`src/rtl/cur_blk_fetch_if.sv`:
```
// Fetch-engine bus: current-frame memory read port plus the row handshake to the ME array.
interface cur_blk_fetch_if;
  logic         mem_en;
  logic [31:0]  mem_addr;
  logic [63:0]  mem_data;
  logic         row_valid;
  logic         row_ready;
  logic [127:0] row_data;
  logic [3:0]   row_idx;

  modport master (output mem_en, mem_addr, row_valid, row_data, row_idx,
                  input  mem_data, row_ready);
  modport slave  (input  mem_en, mem_addr, row_valid, row_data, row_idx,
                  output mem_data, row_ready);
endinterface

```
`src/rtl/cur_blk_fetch.sv`:
```
// Current-macroblock fetch: two 64-bit reads per row, 16 rows, valid/ready row output.
// Optional block checksum output enabled by CUR_BLK_FETCH_CHECKSUM_EN.
module cur_blk_fetch #(
  parameter int unsigned FRAME_WIDTH = 1920,
  parameter logic [31:0] BASE_ADDR   = 32'd0
) (
  input  logic       clk,
  input  logic       rst_n,
  input  logic       start,
  input  logic [7:0] blk_x,
  input  logic [7:0] blk_y,
  output logic       busy,
  output logic       done,
  cur_blk_fetch_if.master bus
`ifdef CUR_BLK_FETCH_CHECKSUM_EN
  , output logic [15:0] blk_sum
`endif
);

  localparam logic [31:0] FW = 32'(FRAME_WIDTH);

  typedef enum logic [1:0] {IDLE, FETCH_LO, FETCH_HI, OUT} state_t;

  state_t      state, state_nxt;
  logic [31:0] row_base;
  logic [31:0] base_calc;
  logic [3:0]  row_cnt;
  logic        hs;
  logic        last_row;

  assign base_calc = BASE_ADDR + (({24'd0, blk_y} << 4) * FW) + ({24'd0, blk_x} << 4);
  assign hs        = bus.row_valid & bus.row_ready;
  assign last_row  = (row_cnt == 4'd15);

  always_ff @(posedge clk or negedge rst_n) begin
    if (!rst_n) state <= IDLE;
    else        state <= state_nxt;
  end

  always_comb begin
    state_nxt = state;
    case (state)
      IDLE:     if (start) state_nxt = FETCH_LO;
      FETCH_LO: state_nxt = FETCH_HI;
      FETCH_HI: state_nxt = OUT;
      OUT:      if (hs) state_nxt = last_row ? IDLE : FETCH_LO;
      default:  state_nxt = IDLE;
    endcase
  end

  always_ff @(posedge clk or negedge rst_n) begin
    if (!rst_n) begin
      busy          <= 1'b0;
      done          <= 1'b0;
      bus.mem_en    <= 1'b0;
      bus.mem_addr  <= '0;
      bus.row_valid <= 1'b0;
      bus.row_data  <= '0;
      bus.row_idx   <= '0;
      row_base      <= '0;
      row_cnt       <= '0;
    end else begin
      done <= 1'b0;
      case (state)
        IDLE: if (start) begin
          row_base     <= base_calc;
          bus.mem_addr <= base_calc;
          bus.mem_en   <= 1'b1;
          busy         <= 1'b1;
          row_cnt      <= '0;
        end
        FETCH_LO: begin
          bus.row_data[63:0] <= bus.mem_data;
          bus.mem_addr       <= bus.mem_addr + 32'd8;
        end
        FETCH_HI: begin
          bus.row_data[127:64] <= bus.mem_data;
          bus.mem_en           <= 1'b0;
          bus.row_valid        <= 1'b1;
          bus.row_idx          <= row_cnt;
        end
        OUT: if (hs) begin
          bus.row_valid <= 1'b0;
          if (last_row) begin
            busy         <= 1'b0;
            done         <= 1'b1;
            bus.mem_addr <= '0;
          end else begin
            row_cnt      <= row_cnt + 4'd1;
            row_base     <= row_base + FW;
            bus.mem_addr <= row_base + FW;
            bus.mem_en   <= 1'b1;
          end
        end
        default: ;
      endcase
    end
  end

`ifdef CUR_BLK_FETCH_CHECKSUM_EN
  logic [15:0] row_sum;

  always_comb begin
    row_sum = '0;
    for (int k = 0; k < 16; k++) row_sum = row_sum + 16'(bus.row_data[8*k +: 8]);
  end

  // 256 pixels * 255 max fits in 16 bits, so no saturation needed
  always_ff @(posedge clk or negedge rst_n) begin
    if (!rst_n)                      blk_sum <= '0;
    else if (state == IDLE && start) blk_sum <= '0;
    else if (state == OUT && hs)     blk_sum <= blk_sum + row_sum;
  end
`endif

endmodule

```
`src/flat_wrapper.sv`:
```
// flat-port wrapper written by rule: the top's interface ports become plain ports
module cur_blk_fetch_flat 
#(
  parameter int unsigned FRAME_WIDTH = 1920,
  parameter logic [31:0] BASE_ADDR   = 32'd0
)
  (clk, rst_n, start, blk_x, blk_y, busy, done, bus_mem_en, bus_mem_addr, bus_row_valid, bus_row_data, bus_row_idx, bus_mem_data, bus_row_ready);
  cur_blk_fetch_if bus_i ();
  input  logic clk;
  input  logic rst_n;
  input  logic start;
  input  logic [7:0] blk_x;
  input  logic [7:0] blk_y;
  output logic busy;
  output logic done;
  output wire logic [$bits(bus_i.mem_en)-1:0] bus_mem_en;
  output wire logic [$bits(bus_i.mem_addr)-1:0] bus_mem_addr;
  output wire logic [$bits(bus_i.row_valid)-1:0] bus_row_valid;
  output wire logic [$bits(bus_i.row_data)-1:0] bus_row_data;
  output wire logic [$bits(bus_i.row_idx)-1:0] bus_row_idx;
  input wire logic [$bits(bus_i.mem_data)-1:0] bus_mem_data;
  input wire logic [$bits(bus_i.row_ready)-1:0] bus_row_ready;
  assign bus_mem_en = bus_i.mem_en;
  assign bus_mem_addr = bus_i.mem_addr;
  assign bus_row_valid = bus_i.row_valid;
  assign bus_row_data = bus_i.row_data;
  assign bus_row_idx = bus_i.row_idx;
  assign bus_i.mem_data = bus_mem_data;
  assign bus_i.row_ready = bus_row_ready;
  cur_blk_fetch #(.FRAME_WIDTH(FRAME_WIDTH), .BASE_ADDR(BASE_ADDR)) u_core (.clk(clk), .rst_n(rst_n), .start(start), .blk_x(blk_x), .blk_y(blk_y), .busy(busy), .done(done), .bus(bus_i));
endmodule
```
`config.mk`:
```
export PLATFORM = sky130hd
export DESIGN_NAME = cur_blk_fetch_flat
export DESIGN_NICKNAME = d
export VERILOG_FILES = /design/src/rtl/cur_blk_fetch_if.sv /design/src/rtl/cur_blk_fetch.sv /design/src/flat_wrapper.sv
export SDC_FILE = /design/constraint.sdc
export NUM_CORES = 1
export LEC_CHECK = 0
export ABC_AREA = 1
export BUFFER_PORTS_ARGS = -buffer_cell sky130_fd_sc_hd__clkbuf_2
export CAP_MARGIN = 20
export CORE_MARGIN = 2
export CORE_UTILIZATION = 45
export CTS_CLUSTER_DIAMETER = 120
export DETAILED_ROUTE_END_ITERATION = 8
export PLACE_DENSITY = 0.69
export SLEW_MARGIN = 5
export SYNTH_ARGS = -nofsm -noshare
export SYNTH_HDL_FRONTEND = slang
export SYNTH_SLANG_ARGS = --single-unit
```
`constraint.sdc`:
```
create_clock -name clk -period 2.2 [get_ports clk]
set_input_delay 0 -clock clk [delete_from_list [all_inputs] [get_ports clk]]
set_output_delay 0 -clock clk [all_outputs]
set_load 0.01 [all_outputs]
```
* Word level (Yosys, flattened, before mapping)
Cells that the tools add are included.
Storage, ports and cells: register bits after elaboration 206, logic and storage cells 63, input port bits 84, output and inout bits 168
Operators by class: bitwise gates (word level) 1, reduce and logical (&&, ||, !) cells 11, equal/unequal tests 8, multipliers 1, mux-type cells 27, add/subtract/negate cells 4
Operators with widths (number):
- $mux 32 | 5
- $pmux 32 s3 | 1
- $pmux 32 s2 | 1
- $add 32x11->32 const B | 1
- $add 32x12->32 | 1
- $add 32x4->32 const B | 1
- $mul 8x4->12 const B | 1
- $mux 4 | 3
- $reduce_and 4->1 | 3
- $mux 1 | 10
- $pmux 2 s4 | 1
- $pmux 4 s2 | 1
- $reduce_bool 3->1 | 2
- $add 4x1->4 const B | 1
- $eq 2x2->1 const B | 2
- $eq 4x4->1 const B | 1
- $mux 2 | 2
- $ne 2x1->1 const B | 2
- $ne 2x2->1 const B | 2
- $pmux 1 s2 | 2
- $reduce_and 2->1 | 2
- $reduce_bool 2->1 | 2
- $pmux 1 s3 | 1
- $reduce_and 3->1 | 1
- other kinds (3) | 3

* Logic depth before layout (Yosys ltp)
Gate-level depths: netlist of run 1.
word-level depth 4, mapped depth 19, gate-level depth less buffers 19

* Worst setup path after synthesis of run 1
No wires, ideal clock.
path type input-to-reg, start point in blk_y[5], end point reg u_core.bus.mem_addr[21], data required time 2.082 ns, data arrival time 2.523 ns, setup time 0.118 ns, path slack -0.441 ns, buffers on the path 0, stages on the path 17, cell sequence inv_1 -> fa_1 -> fa_1 -> inv_1 -> ha_1 -> nand2_1 -> inv_1 -> a21oi_1 -> nand2_1 -> nand2_1 -> nand2_1 -> nor2_2 -> nand2_1 -> nand2_1 -> nand3_1 -> nand3_1 -> nand2_1
Between the ends: cells in the longest elaborated chain, start to end 4
Ends and longest elaborated chain:
- start, declared | RTL line flat_wrapper.sv:13 | input logic [7:0] blk_y;
- $mul 8x4->12 | RTL line cur_blk_fetch.sv:31 | assign base_calc = BASE_ADDR + (({24'd0, blk_y} << 4) * FW) + ({24'd0, blk_x} << 4);
- $add 32x12->32 | RTL line cur_blk_fetch.sv:31
- $mux 32 | RTL line cur_blk_fetch.sv:65 | IDLE: if (start) begin
- $pmux 32 s3 | RTL line cur_blk_fetch.sv:64 | case (state)
- end signal, assigned | RTL line cur_blk_fetch.sv:67 | bus.mem_addr <= base_calc;
- end signal, assigned | RTL line cur_blk_fetch.sv:74 | bus.mem_addr <= bus.mem_addr + 32'd8;
- end signal, assigned | RTL line cur_blk_fetch.sv:91 | bus.mem_addr <= row_base + FW;
- end, declared | RTL line cur_blk_fetch_if.sv:11 | modport master (output mem_en, mem_addr, row_valid, row_data, row_idx,
Every way passes these cells. The select of a mux whose other input is x is not followed. A chain may end at the register's enable or synchronous reset.

* Final worst setup path of run 1
start point in blk_y[4], end point reg u_core.row_base[22]
Between the ends: cells in the longest elaborated chain, start to end 4
Ends and longest elaborated chain:
- $mul 8x4->12 | RTL line cur_blk_fetch.sv:31
- $add 32x12->32 | RTL line cur_blk_fetch.sv:31
- $mux 32 | RTL line cur_blk_fetch.sv:65
- $pmux 32 s2 | RTL line cur_blk_fetch.sv:64
- end signal, assigned | RTL line cur_blk_fetch.sv:66 | row_base <= base_calc;
- end signal, assigned | RTL line cur_blk_fetch.sv:90 | row_base <= row_base + FW;
- end, declared | RTL line cur_blk_fetch.sv:25 | logic [31:0] row_base;
Every way passes these cells. The select of a mux whose other input is x is not followed.

==> reports/results.env, run 1 <==
TIMING.HOLD.WORST.CLASS='input pin to flop'
VDD.IR_DROP.WORST_mV=0.811
WORST_SLEW_PIN_TRAN_NS=0.791
AVGVIACOUNTPERCELL=5.12
START_UTIL=0.457
SHARE_OF_THE_CLOCK_PERIOD_USED_BY_THE_WORST_PATH_AFTER_LAYOUT=1.10
SYNTHFLOPTYPE='sky130_fd_sc_hd__dfrtp_1'
CTSLONGESTPATHBUFFERS=2
LAYOUT.CELLS.NON_FILLER=2120
MIN_PERIOD_NS=2.42
HOLD_VIOLATIONS=1
POST_PLACEMENT_CELL_COUNT=2006
DRT-TOTAL-WL_UM=34400
LARGEST_NET_DEGREE_AT_THE_START_OF_GLOBAL_ROUTING=78
IO_BUFFER_COUNT=251
OUTCOME='finished with violations'
TOTAL_VIA_COUNT_AFTER_DETAILED_ROUTING=10800
DRIVE_GT1_FRAC=0.266
ANTENNA_CELLS=0
SETUP_VIOL=17
VIOLATIONS_IN_THE_FINAL_REPORTS='negative hold slack, negative setup slack'
YOSYS_WARNINGS=0
AREA.GROWTH.SYNTH_TO_FINAL_PCT=35.5
WORST_SETUP_SLACK_AFTER_LAYOUT_NS=-0.220
CLOCK_SLEW_AT_THE_REGISTER_CLOCK_PINS_OF_THE_WORST_SETUP_AND_HOLD_PATHS_NS=0.08
WORSTSETUPENDPOINTTYPE='flop'
HOLD-WORST-SLACK_NS=-0.00955
GP_ROUTABILITY_CONGESTION=0.976
DIE-HEIGHT_UM=158
CLKLATENCYLATEPIN_NS=0.46
POST_SYNTH_NUM_CELL_TYPES=47
FIN_WORST_SKEW_NS=0.0238
IOPINCOUNT=252
SYNTH-ASYNC-RESET-RATIO=1.00
WORST_EP_REQUIRED_TIME_NS=2.54
SYNTHESIS.INSTANCES=1420
FINALPOWER_uW=20500
MAX_FREQ_GHz=0.413
NETS_IN_THE_SYNTHESIZED_NETLIST=1541
DRT_PRE_ANTENNA_ITERS=5
CORE_AREA_UM2=23500
NETLIST_AREA_UM2=10700
CLOCK_SINKS=200
H-TREE-DEPTH=4
NUMBER_OF_DESIGN_RULE_VIOLATIONS_LEFT_BY_THE_FIRST_DETAILED_ROUTER_ITERATION=959
GLOBALROUTETOTALUTIL=0.278
ANTENNA_FOUND_INITIAL=0
CRITICAL_PATH_PEAK_FANOUT=6
OVERALL_OVERFLOW_REMAINING_AFTER_GLOBAL_ROUTE=0
YS_FF_LATCH=200
WORSTSETUPSTARTPOINTTYPE='input pin'
DRC=0
SYNTH_SEQUENTIAL_AREA_RATIO=0.466
CAP_VIOLATIONS=0
FINISH.NET_COUNT=1909
FINAL-MAX-SLEW-VIOLATION-COUNT=0
DESIGN.DIE.AREA_UM2=25100
CTS_MADE_BUFFERS=17
RELSLEWSLACK=0.473
CP_DATA_ARRIVAL_TIME_NS=2.76
PWR_DENSITY_CELL_nW_PER_UM2=1410
DIE_X_UM=158
ROUTEDWLPERCELL_UM=16.2
WORST-SETUP-PATH-TYPE='input pin to flop'
GRT_PASS1_VIAS=10500
TRITONCTS_CLOCK_TREE='built'
ANTENNA_VIOLATING_NETS_POST_ROUTE=0
DP_HPWL_UM=25000
SYNTH_ENABLE_FLOP_CELLS=0
P_LEAK_uW=0.00762
CLOCK_TREE.ROOT_CELL='sky130_fd_sc_hd__clkbuf_16'
FP-ROW-COUNT=56
GRT_SETUP_UNREPAIRED='yes'
GRT_FIRST_PASS_WIRELENGTH_UM=54400
SYNTHESIS.AREA_PER_INSTANCE_UM2=7.56
==> state kept, by name, indices dropped and copies added (netlist names) <==
name / flops
u_core.row_base: 28
u_core.state: 2
u_core.done: 1
u_core.bus.mem_addr: 30
u_core.busy: 1
u_core.bus.row_idx: 4
u_core.bus.row_valid: 1
u_core.bus.row_data: 128
u_core.bus.mem_en: 1
u_core.row_cnt: 4
==> cells in the final DEF, fill, tap and decap left out, types with 4 or more instances in the layout <==
cell type	count
sky130_fd_sc_hd__nand3_4	4
sky130_fd_sc_hd__dfrtp_1	200
sky130_fd_sc_hd__xnor2_1	4
sky130_fd_sc_hd__a21oi_1	30
sky130_fd_sc_hd__inv_2	19
sky130_fd_sc_hd__nand2_1	590
sky130_fd_sc_hd__clkbuf_16	17
sky130_fd_sc_hd__dlygate4sd3_1	74
sky130_fd_sc_hd__nor2_1	66
sky130_fd_sc_hd__nor3_1	15
sky130_fd_sc_hd__o211ai_1	8
sky130_fd_sc_hd__ha_4	4
sky130_fd_sc_hd__o21ai_0	51
sky130_fd_sc_hd__nor2_2	7
sky130_fd_sc_hd__nand3_1	77
sky130_fd_sc_hd__ha_1	17
sky130_fd_sc_hd__buf_4	68
sky130_fd_sc_hd__nand2_4	7
sky130_fd_sc_hd__o21ai_1	24
sky130_fd_sc_hd__xor2_1	10
sky130_fd_sc_hd__nand3_2	16
sky130_fd_sc_hd__a21oi_2	5
sky130_fd_sc_hd__clkbuf_2	247
sky130_fd_sc_hd__a31oi_1	5
sky130_fd_sc_hd__nand4_1	14
sky130_fd_sc_hd__nand2_2	25
sky130_fd_sc_hd__nor2_4	12
sky130_fd_sc_hd__inv_6	5
sky130_fd_sc_hd__buf_12	5
sky130_fd_sc_hd__fa_1	10
sky130_fd_sc_hd__inv_1	104
==> synthesized netlist by cell type (14+ instances only) <==
master / instances / area (µm²)
sky130_fd_sc_hd__nand2_1: 614 / 2300
sky130_fd_sc_hd__dfrtp_1: 200 / 5000
sky130_fd_sc_hd__inv_1: 119 / 447
sky130_fd_sc_hd__nand3_1: 94 / 470
sky130_fd_sc_hd__nor2_1: 70 / 263
sky130_fd_sc_hd__o21ai_0: 53 / 265
sky130_fd_sc_hd__clkbuf_1: 37 / 139
sky130_fd_sc_hd__a21oi_1: 33 / 165
sky130_fd_sc_hd__ha_1: 24 / 300
sky130_fd_sc_hd__o21ai_1: 22 / 110
sky130_fd_sc_hd__nor3_1: 15 / 75.1
sky130_fd_sc_hd__nand4_1: 14 / 87.6
==> final timing paths <==
check                                             from                       to  slack, ns  cells after the start
worst max-delay path                          blk_y[4]      u_core.row_base[22]      -0.22                     20
worst max register to register  u_core.bus.mem_addr[7]  u_core.bus.mem_addr[10]       0.16                      9
worst min-delay path                          blk_x[3]       u_core.row_base[7]      -0.01                      5
min in group asynchronous                        rst_n  u_core.bus.mem_addr[20]       0.12                      2
worst min register to register  u_core.bus.row_data[4]   u_core.bus.row_data[4]       0.48                      2
max in group asynchronous                        rst_n  u_core.bus.row_data[89]       1.29                      3
==> layout make-up <==
class | count | area (µm²)
Clock buffer | 18 | 439
Clock inverter | 14 | 179
Fill cell | 2010 | 8930
Inverter | 131 | 509
Multi-Input combinational cell | 1039 | 5360
Sequential cell | 200 | 5000
Tap cell | 319 | 399
Timing Repair Buffer | 399 | 2650
==> kinds of logic (layout without fill, tap and decap cells) <==
kind of cell	Yosys count	after routing	synth area share
DFF	200	200	0.466
adders and majority gates	37	37	0.0522
muxes	1	1	0.00105
buffers and inverters	181	562	0.0647
AOI/OAI and AO/OA	139	139	0.0720
xor gates and xnor gates	17	17	0.0139
and+or+nand+nor	845	845	0.330
==> routing by layer <==
metal  vias to the layer above  wire (µm)  global-route usage
li1                       5206          -                   -
met1                      5122      14400               0.363
met2                       447      16300               0.450
met3                        72       2740              0.0716
met4                         0       1010              0.0970
met5                         -          0                   0
==> report_power, final <==
group | internal [µW] | switching [µW]
Sequential | 5350 | 1330
Clock | 1600 | 1700
Combinational | 3760 | 6800
Total | 10700 | 9830
==> critical path, stage by stage <==
cell                         delay, ns
sky130_fd_sc_hd__buf_6            0.08
sky130_fd_sc_hd__clkinvlp_4       0.12
sky130_fd_sc_hd__buf_6            0.14
sky130_fd_sc_hd__fa_1             0.48
sky130_fd_sc_hd__fa_1             0.56
sky130_fd_sc_hd__inv_2            0.05
sky130_fd_sc_hd__ha_4             0.30
sky130_fd_sc_hd__inv_2            0.06
sky130_fd_sc_hd__nand2_4          0.10
sky130_fd_sc_hd__nand3_4          0.08
sky130_fd_sc_hd__nand2_4          0.10
sky130_fd_sc_hd__inv_1            0.06
sky130_fd_sc_hd__nor2_1           0.09
sky130_fd_sc_hd__nand2_1          0.08
sky130_fd_sc_hd__nor2_1           0.10
sky130_fd_sc_hd__nand3_1          0.12
sky130_fd_sc_hd__nand2_1          0.09
sky130_fd_sc_hd__nand2_1          0.05
sky130_fd_sc_hd__nand2_1          0.05
sky130_fd_sc_hd__nand2_1          0.05
==> through the flow <==
stage / setup WS, ns / hold slack (ns) / utilization / cell area [µm²] / TNS [ns]
5_1_grt: -0.389 / 0.00807 / 0.620 / 14500 / -4.29
4_1_cts: -0.110 / 0.00529 / 0.612 / 14400 / -0.411
3_5_place_dp: -0.642 / 0.0850 / 0.547 / 12800 / -10.26
6_report: -0.220 / -0.00955 / 0.620 / 14500 / -2.08
3_3_place_gp: -0.565 / 0.0840 / 0.547 / 12800 / -9.11
2_1_floorplan: -0.328 / -0.296 / - / 10800 / -3.23
==> repair_timing <==
item / CTS / global route
hold buffers: 74 / 0
pin swaps: 24 / 31
gates resized for setup: 33 / 40
endpoints found under the setup margin: 15 / 23
setup buffers: 4 / 5
endpoints found under the hold margin: 213 / 0
gates cloned: 0 / 0
No activity file was read; power rests on OpenSTA's default activity.
==> run 2, diff against run 1 <==
--- a/config.mk
+++ b/config.mk
@@ -12,6 +12,7 @@
 export CORE_UTILIZATION = 45
 export CTS_CLUSTER_DIAMETER = 120
 export DETAILED_ROUTE_END_ITERATION = 8
+export GPL_TIMING_DRIVEN = 0
 export PLACE_DENSITY = 0.69
 export SLEW_MARGIN = 5
 export SYNTH_ARGS = -nofsm -noshare
==> constraint.sdc (replaced) <==
create_clock -name clk -period 2.2 [get_ports clk]
set_input_delay 0 -clock clk [delete_from_list [all_inputs] [get_ports clk]]
set_output_delay 0 -clock clk [all_outputs]
set_load 0.005 [all_outputs]
==> run 2 against run 1 <==
Against the previous run: first-iteration DRC count decreased by 3.6%; die area unchanged; utilization about the same; sequential share of layout area about the same; the run ends with negative setup slack left; combinational power decreased by 4%; clock power about the same.
==> reports/results.env, run 2 (same netlist as run 1, synthesis figures left out) <==
CRITICAL-PATH-SLOWEST-CELL='sky130_fd_sc_hd__fa_1'
SEQPWRFRAC=0.331
IO_BUFFER_COUNT=251
H-TREE-DEPTH=4
ANTENNA_CELLS=0
DIE-HEIGHT_UM=158
WORST_SETUP_SLACK_AFTER_LAYOUT_NS=-0.288
WORSTSETUPENDPOINTTYPE='flop'
INTERNAL_POWER_uW=10600
SHARE_OF_THE_CLOCK_PERIOD_USED_BY_THE_WORST_PATH_AFTER_LAYOUT=1.13
FINAL-MAX-SLEW-VIOLATION-COUNT=0
CLOCK_SLEW_AT_THE_REGISTER_CLOCK_PINS_OF_THE_WORST_SETUP_AND_HOLD_PATHS_NS=0.08
GRT_FIRST_PASS_WIRELENGTH_UM=55200
FP-ROW-COUNT=56
DPL_CELL_AREA_UM2=12600
DRT-TOTAL-WL_UM=36100
WORST-SETUP-PATH-TYPE='input pin to flop'
WORST_SLEW_PIN_TRAN_NS=0.666
CLKLATENCYLATEPIN_NS=0.44
AREA.GROWTH.SYNTH_TO_FINAL_PCT=35.6
LARGEST_REGISTER_FF_COUNT=128
SHARE_CLK_OF_TOTAL_POWER=0.162
CP_DATA_ARRIVAL_TIME_NS=2.81
MOSTFREQUENTLAYOUTCELLS='sky130_fd_sc_hd__nand2_1, sky130_fd_sc_hd__clkbuf_2, sky130_fd_sc_hd__dfrtp_1'
SETUP_VIOL=15
GP_ROUTABILITY_CONGESTION=0.905
LAYOUT.CELLS.NON_FILLER=2121
LARGEST_REGISTERS='u_core.bus.row_data (128), u_core.bus.mem_addr (30), u_core.row_base (28)'
LARGEST_NET_DEGREE_AT_THE_START_OF_GLOBAL_ROUTING=80
DESIGN.DIE.AREA_UM2=25100
CAP_VIOLATIONS=0
P_SW_FRAC=0.475
ANTENNA_FOUND_INITIAL=0
RELSLEWSLACK=0.556
MIN_PERIOD_NS=2.49
POST_PLACEMENT_CELL_COUNT=1992
GLOBALROUTETOTALUTIL=0.286
DRT_PRE_ANTENNA_ITERS=6
GRT_SETUP_UNREPAIRED='yes'
CORE_AREA_UM2=23500
FIN_WORST_SKEW_NS=0.0176
NUMBER_OF_DESIGN_RULE_VIOLATIONS_LEFT_BY_THE_FIRST_DETAILED_ROUTER_ITERATION=924
OVERALL_OVERFLOW_REMAINING_AFTER_GLOBAL_ROUTE=0
OUTCOME='finished with violations'
CLOCK_SINKS=200
CP_CELL_SEQUENCE='buf_8 > buf_4 > inv_1 > fa_1 > fa_1 > inv_2 > ha_4 > a21oi_2 > nand3_1 > nand2_4 > nand3_4 > nor2_4 > nand2_2 > nand2_2 > nand3_2 > nand3_1 > nand2_1'
ANTENNA_VIOLATING_NETS_POST_ROUTE=0
MAX_FREQ_GHz=0.402
CRITICAL_PATH_PEAK_FANOUT=5
AVGVIACOUNTPERCELL=5.14
FINALCOREUTILIZATION=0.620
DRC=0
START_UTIL=0.457
HOLD_VIOLATIONS=0
CTSLONGESTPATHBUFFERS=2
CRITPATHMAXSTAGEDELAY_NS=0.55
TRITONCTS_CLOCK_TREE='built'
IOPINCOUNT=252
WHS_PATH_DEPTH=5
TIMING.HOLD.WORST.CLASS='input pin to flop'
DP_HPWL_UM=26500
ROUTEDWLPERCELL_UM=17.0
DIE_X_UM=158
P_LEAK_uW=0.00753
DRIVE_GT1_FRAC=0.255
CLOCK_TREE.ROOT_CELL='sky130_fd_sc_hd__clkbuf_16'
DESIGN_AREA_UM2=14500
VDD.IR_DROP.WORST_mV=0.760
REGISTER_WITH_THE_MOST_FLIP_FLOPS='u_core.bus.row_data'
COMB_POWER_SHARE=0.507
FINISH.NET_COUNT=1910
GRT_PASS1_VIAS=10300
VIOLATIONS_IN_THE_FINAL_REPORTS='negative setup slack'
WORSTSETUPSTARTPOINTTYPE='input pin'
TIMING.REG2REG.WORST_PATH_DEPTH=10
PWR_DENSITY_CELL_nW_PER_UM2=1390
LAYOUT.CELLS.MOST_COMMON='sky130_fd_sc_hd__nand2_1'
NET-SWITCHING-POWER_uW=9600
TOTAL_VIA_COUNT_AFTER_DETAILED_ROUTING=10900
WORST_EP_REQUIRED_TIME_NS=2.52
CTS_MADE_BUFFERS=17
run 2: cell types whose count changed in the layout (fill, tap and decap cells not counted), sizes merged:
cell and delta:
buf -34, inv -5, clkinv +3, clkbuf +36
dlygate4sd3 -1, clkinvlp +2
run 2: path summary, 6_finish.rpt:
check                                             start                      end  slack, ns
worst max register to register          u_core.state[0]  u_core.bus.mem_addr[15]       0.10
worst min register to register  u_core.bus.row_data[99]  u_core.bus.row_data[99]       0.48
min in group asynchronous                         rst_n      u_core.row_base[23]       0.07
max in group asynchronous                         rst_n  u_core.bus.row_data[10]       0.99
worst max-delay path                           blk_y[1]  u_core.bus.mem_addr[21]      -0.29
worst min-delay path                           blk_x[3]       u_core.row_base[7]       0.02
run 2: worst max-delay path: cells and delay by family:
kind | cells | cell delay [ns]
compound gates | 1 | 0.19
fa+ha+maj | 3 | 1.23
simple gates | 9 | 1.04
buf+inv | 4 | 0.33
run 2: power groups by stage:
stage          registers, µW  logic [µW]  clock network, µW
4_1_cts                 6650        9510               3310
2_1_floorplan           6550        5360                  0
3_3_place_gp            6640        8970                  0
6_report                6700       10200               3270
3_5_place_dp            6660        9190                  0
5_1_grt                 6900       11400               3450
run 2: cell type report:
| cell class | instances | area [µm²] |
|---|---|---|
| clock inverter | 14 | 193 |
| clock buffer | 18 | 429 |
| fill | 2093 | 8930 |
| sequential | 200 | 5000 |
| multi-input combinational | 1039 | 5470 |
| timing repair buffer | 352 | 2310 |
| tap | 319 | 399 |
| inverter | 131 | 527 |
| buffer | 48 | 211 |
run 2: metrics by stage:
stage,power (µW),setup TNS [ns],setup WS [ns],hold slack [ns]
after floorplan,11900,-3.23,-0.328,-0.296
after global placement,15600,-587.09,-2.86,0.215
after detailed placement,15900,-24.74,-0.857,-0.0115
after CTS,19500,-2.46,-0.298,0.00437
after global routing,21800,-5.03,-0.444,0.0511
final,20200,-3.09,-0.288,0.0212
run 2: routing by layer:
layer,share of wire,up-vias,global-route usage
met2,0.47,433,0.450
met4,0.033,0,0.0952
li1,-,5230,-
met3,0.078,73,0.0678
met1,0.42,5162,0.390
met5,0,-,0
run 2: repair_timing:
item | 4_1_cts | 5_1_grt
resized for setup | 33 | 96
hold buffers | 73 | 0
setup endpoints to repair | 132 | 95
pin swaps | 20 | 39
cloned | 0 | 0
hold endpoints to repair | 260 | 0
buffers inserted | 12 | 14
==> run 3, diff against run 2 <==
--- a/config.mk
+++ b/config.mk
@@ -13,7 +13,8 @@
 export CTS_CLUSTER_DIAMETER = 120
 export DETAILED_ROUTE_END_ITERATION = 8
 export GPL_TIMING_DRIVEN = 0
-export PLACE_DENSITY = 0.69
+export PLACE_DENSITY = 0.81
+export SKIP_CTS_REPAIR_TIMING = 1
 export SLEW_MARGIN = 5
 export SYNTH_ARGS = -nofsm -noshare
 export SYNTH_HDL_FRONTEND = slang
==> run 3 against run 2 <==
Against the previous run: the flow finishes with violations (negative hold slack, negative setup slack); clock skew is 0.0014 ns lower; sequential share of layout area is 0.44 points higher; first-iteration DRC count is 3.8% higher; maximum frequency is 1.3% lower; via count is 2.7% higher; die area stayed put; non-clock buffer count is 10 lower; power is 0.20% higher; sequential cell count stayed put; highest routed layer is now met5.
==> reports/results.env, run 3 (same netlist as run 1, synthesis figures left out) <==
FP-ROW-COUNT=56
FINAL-SEQ-AREA_UM2=5000
WHS_PATH_DEPTH=3
WORST_SETUP_SLACK_AFTER_LAYOUT_NS=-0.321
ROUTEDWLPERCELL_UM=17.3
IOPINCOUNT=252
CLOCK_SLEW_AT_THE_REGISTER_CLOCK_PINS_OF_THE_WORST_SETUP_AND_HOLD_PATHS_NS=0.09
OUTCOME='finished with violations'
PWR_DENSITY_CELL_nW_PER_UM2=1410
CP_DATA_ARRIVAL_TIME_NS=2.86
SHARE_OF_THE_CLOCK_PERIOD_USED_BY_THE_WORST_PATH_AFTER_LAYOUT=1.15
OVERALL_OVERFLOW_REMAINING_AFTER_GLOBAL_ROUTE=0
HOLDCRITSTARTPOINT='start'
MIN_PERIOD_NS=2.52
MIN_TO='u_core.row_base[6]'
WORSTREG2REGSTART='u_core.row_cnt[0]'
CTS_MADE_BUFFERS=17
VIOLATIONS_IN_THE_FINAL_REPORTS='negative hold slack, negative setup slack'
H-TREE-DEPTH=4
FIN_WORST_SKEW_NS=0.0162
DRT_PRE_ANTENNA_ITERS=8
HOLD-WORST-SLACK_NS=-0.0254
HOLD_VIOLATIONS=13
CTSLONGESTPATHBUFFERS=2
DRC=0
DIE_X_UM=158
WORST-SETUP-PATH-TYPE='input pin to flop'
DRT-TOTAL-WL_UM=36600
FINISH.NET_COUNT=1900
CLOCK_TREE.ROOT_CELL='sky130_fd_sc_hd__clkbuf_16'
DP_HPWL_UM=26400
FINAL-MAX-SLEW-VIOLATION-COUNT=0
GLOBALROUTETOTALUTIL=0.272
IO_BUFFER_COUNT=251
WORSTSETUPSTARTPOINTTYPE='input pin'
WORST_SLEW_PIN_TRAN_NS=0.738
CRITICAL_PATH_PEAK_FANOUT=3
AREA.GROWTH.SYNTH_TO_FINAL_PCT=33.9
REGISTER_WITH_THE_MOST_FLIP_FLOPS='u_core.bus.row_data'
LAYOUT.CELLS.MOST_COMMON='sky130_fd_sc_hd__nand2_1'
DRIVE_GT1_FRAC=0.242
MAX_FREQ_GHz=0.397
DESIGN.DIE.AREA_UM2=25100
GP_ROUTABILITY_CONGESTION=0.963
TOTAL_VIA_COUNT_AFTER_DETAILED_ROUTING=11200
ANTENNA_VIOLATING_NETS_POST_ROUTE=0
GRT_PASS1_VIAS=10000
GRT_SETUP_UNREPAIRED='yes'
NUMBER_OF_DESIGN_RULE_VIOLATIONS_LEFT_BY_THE_FIRST_DETAILED_ROUTER_ITERATION=959
WORST_EP_REQUIRED_TIME_NS=2.54
P_LEAK_uW=0.00746
MOSTFREQUENTLAYOUTCELLS='sky130_fd_sc_hd__nand2_1, sky130_fd_sc_hd__clkbuf_2, sky130_fd_sc_hd__dfrtp_1'
CAP_VIOLATIONS=0
START_UTIL=0.457
GRT_FIRST_PASS_WIRELENGTH_UM=52500
CORE_AREA_UM2=23500
CLKLATENCYLATEPIN_NS=0.46
VDD.IR_DROP.WORST_mV=0.827
AVGVIACOUNTPERCELL=5.30
LARGEST_NET_DEGREE_AT_THE_START_OF_GLOBAL_ROUTING=89
RELSLEWSLACK=0.503
FINALPOWER_uW=20200
TIMING.REG2REG.SETUP_SLACK_NS=0.11
TIMING.RR.END='u_core.bus.mem_addr[26]'
MULTIINPUTGATEAREA_UM2=5360
WORSTSETUPENDPOINTTYPE='flop'
LARGEST_REGISTERS='u_core.bus.row_data (128), u_core.bus.mem_addr (30), u_core.row_base (28)'
ANTENNA_FOUND_INITIAL=1
TRITONCTS_CLOCK_TREE='built'
CLOCK_SINKS=200
LARGEST_REGISTER_FF_COUNT=128
DIE-HEIGHT_UM=158
SETUP_VIOL=16
TIMING.REG2REG.WORST_PATH_DEPTH=7
TIMING.HOLD.WORST.CLASS='input pin to flop'
N_FILL_CELL=1909
==> run 3: where the power goes <==
| group | leakage [µW] | total, µW | switching [µW] | internal, µW |
|---|---|---|---|---|
| registers | 0.00248 | 6720 | 1380 | 5340 |
| logic | 0.00466 | 10000 | 6490 | 3530 |
| clock network | 0.000322 | 3500 | 1860 | 1650 |
| total | 0.00746 | 20200 | 9730 | 10500 |
==> run 3: area by class of cell <==
class | instances | area share
diodes | 1 | 0.000174
plain buffers | 48 | 0.0147
clock buffers | 17 | 0.0296
clock inverters | 15 | 0.0166
inverters | 131 | 0.0359
multi-input cells | 1039 | 0.373
flip-flops and latches | 200 | 0.348
well taps | 319 | 0.0278
repair buffers | 342 | 0.154
==> run 3: critical path, cell delays in order <==
cell,delay [ns]
sky130_fd_sc_hd__buf_8,0.10
sky130_fd_sc_hd__fa_1,0.58
sky130_fd_sc_hd__fa_1,0.46
sky130_fd_sc_hd__inv_2,0.08
sky130_fd_sc_hd__fa_2,0.46
sky130_fd_sc_hd__inv_2,0.08
sky130_fd_sc_hd__nand4_1,0.13
sky130_fd_sc_hd__nor2_4,0.19
sky130_fd_sc_hd__nand3_2,0.08
sky130_fd_sc_hd__nor2_2,0.10
sky130_fd_sc_hd__nand2_2,0.08
sky130_fd_sc_hd__buf_4,0.14
sky130_fd_sc_hd__buf_6,0.11
sky130_fd_sc_hd__nand3_4,0.07
sky130_fd_sc_hd__nand3_2,0.07
sky130_fd_sc_hd__nand2_1,0.06
sky130_fd_sc_hd__o21ai_1,0.06
==> run 3: how the worst max path moves through the flow <==
| stage | depth (start not counted) | endpoint | startpoint |
|---|---|---|---|
| finish | 17 | u_core.bus.mem_addr[18] | blk_y[1] |
| global route | 17 | u_core.row_base[22] | blk_y[1] |
| CTS | 17 | u_core.row_base[22] | blk_y[0] |
| detailed placement | 17 | u_core.row_base[22] | blk_y[0] |
| global placement | 1 | u_core.bus.row_data[59] | rst_n |
| floorplan | 16 | u_core.row_base[22] | blk_y[0] |
==> run 3: per-layer routing <==
metal	part of all wire	GRT usage	wire, µm	vias up
met5	0.00035	0	13	-
met4	0.030	0.0862	1120	2
met3	0.096	0.0670	3510	89
met2	0.48	0.437	17500	640
met1	0.40	0.364	14500	5258
li1	-	-	-	5202
==> run 3: per-stage QoR <==
step	setup TNS [ns]	instance area, µm²	worst slack, ns	utilization	cells
after CTS	-12.35	13200	-0.357	0.563	2024
after global placement	-565.58	12500	-2.78	0.532	1990
final	-2.30	14400	-0.321	0.612	2112
after floorplan	-3.23	10800	-0.328	-	1420
after global routing	-4.30	14400	-0.460	0.612	2111
after detailed placement	-18.49	12600	-0.840	0.535	1992
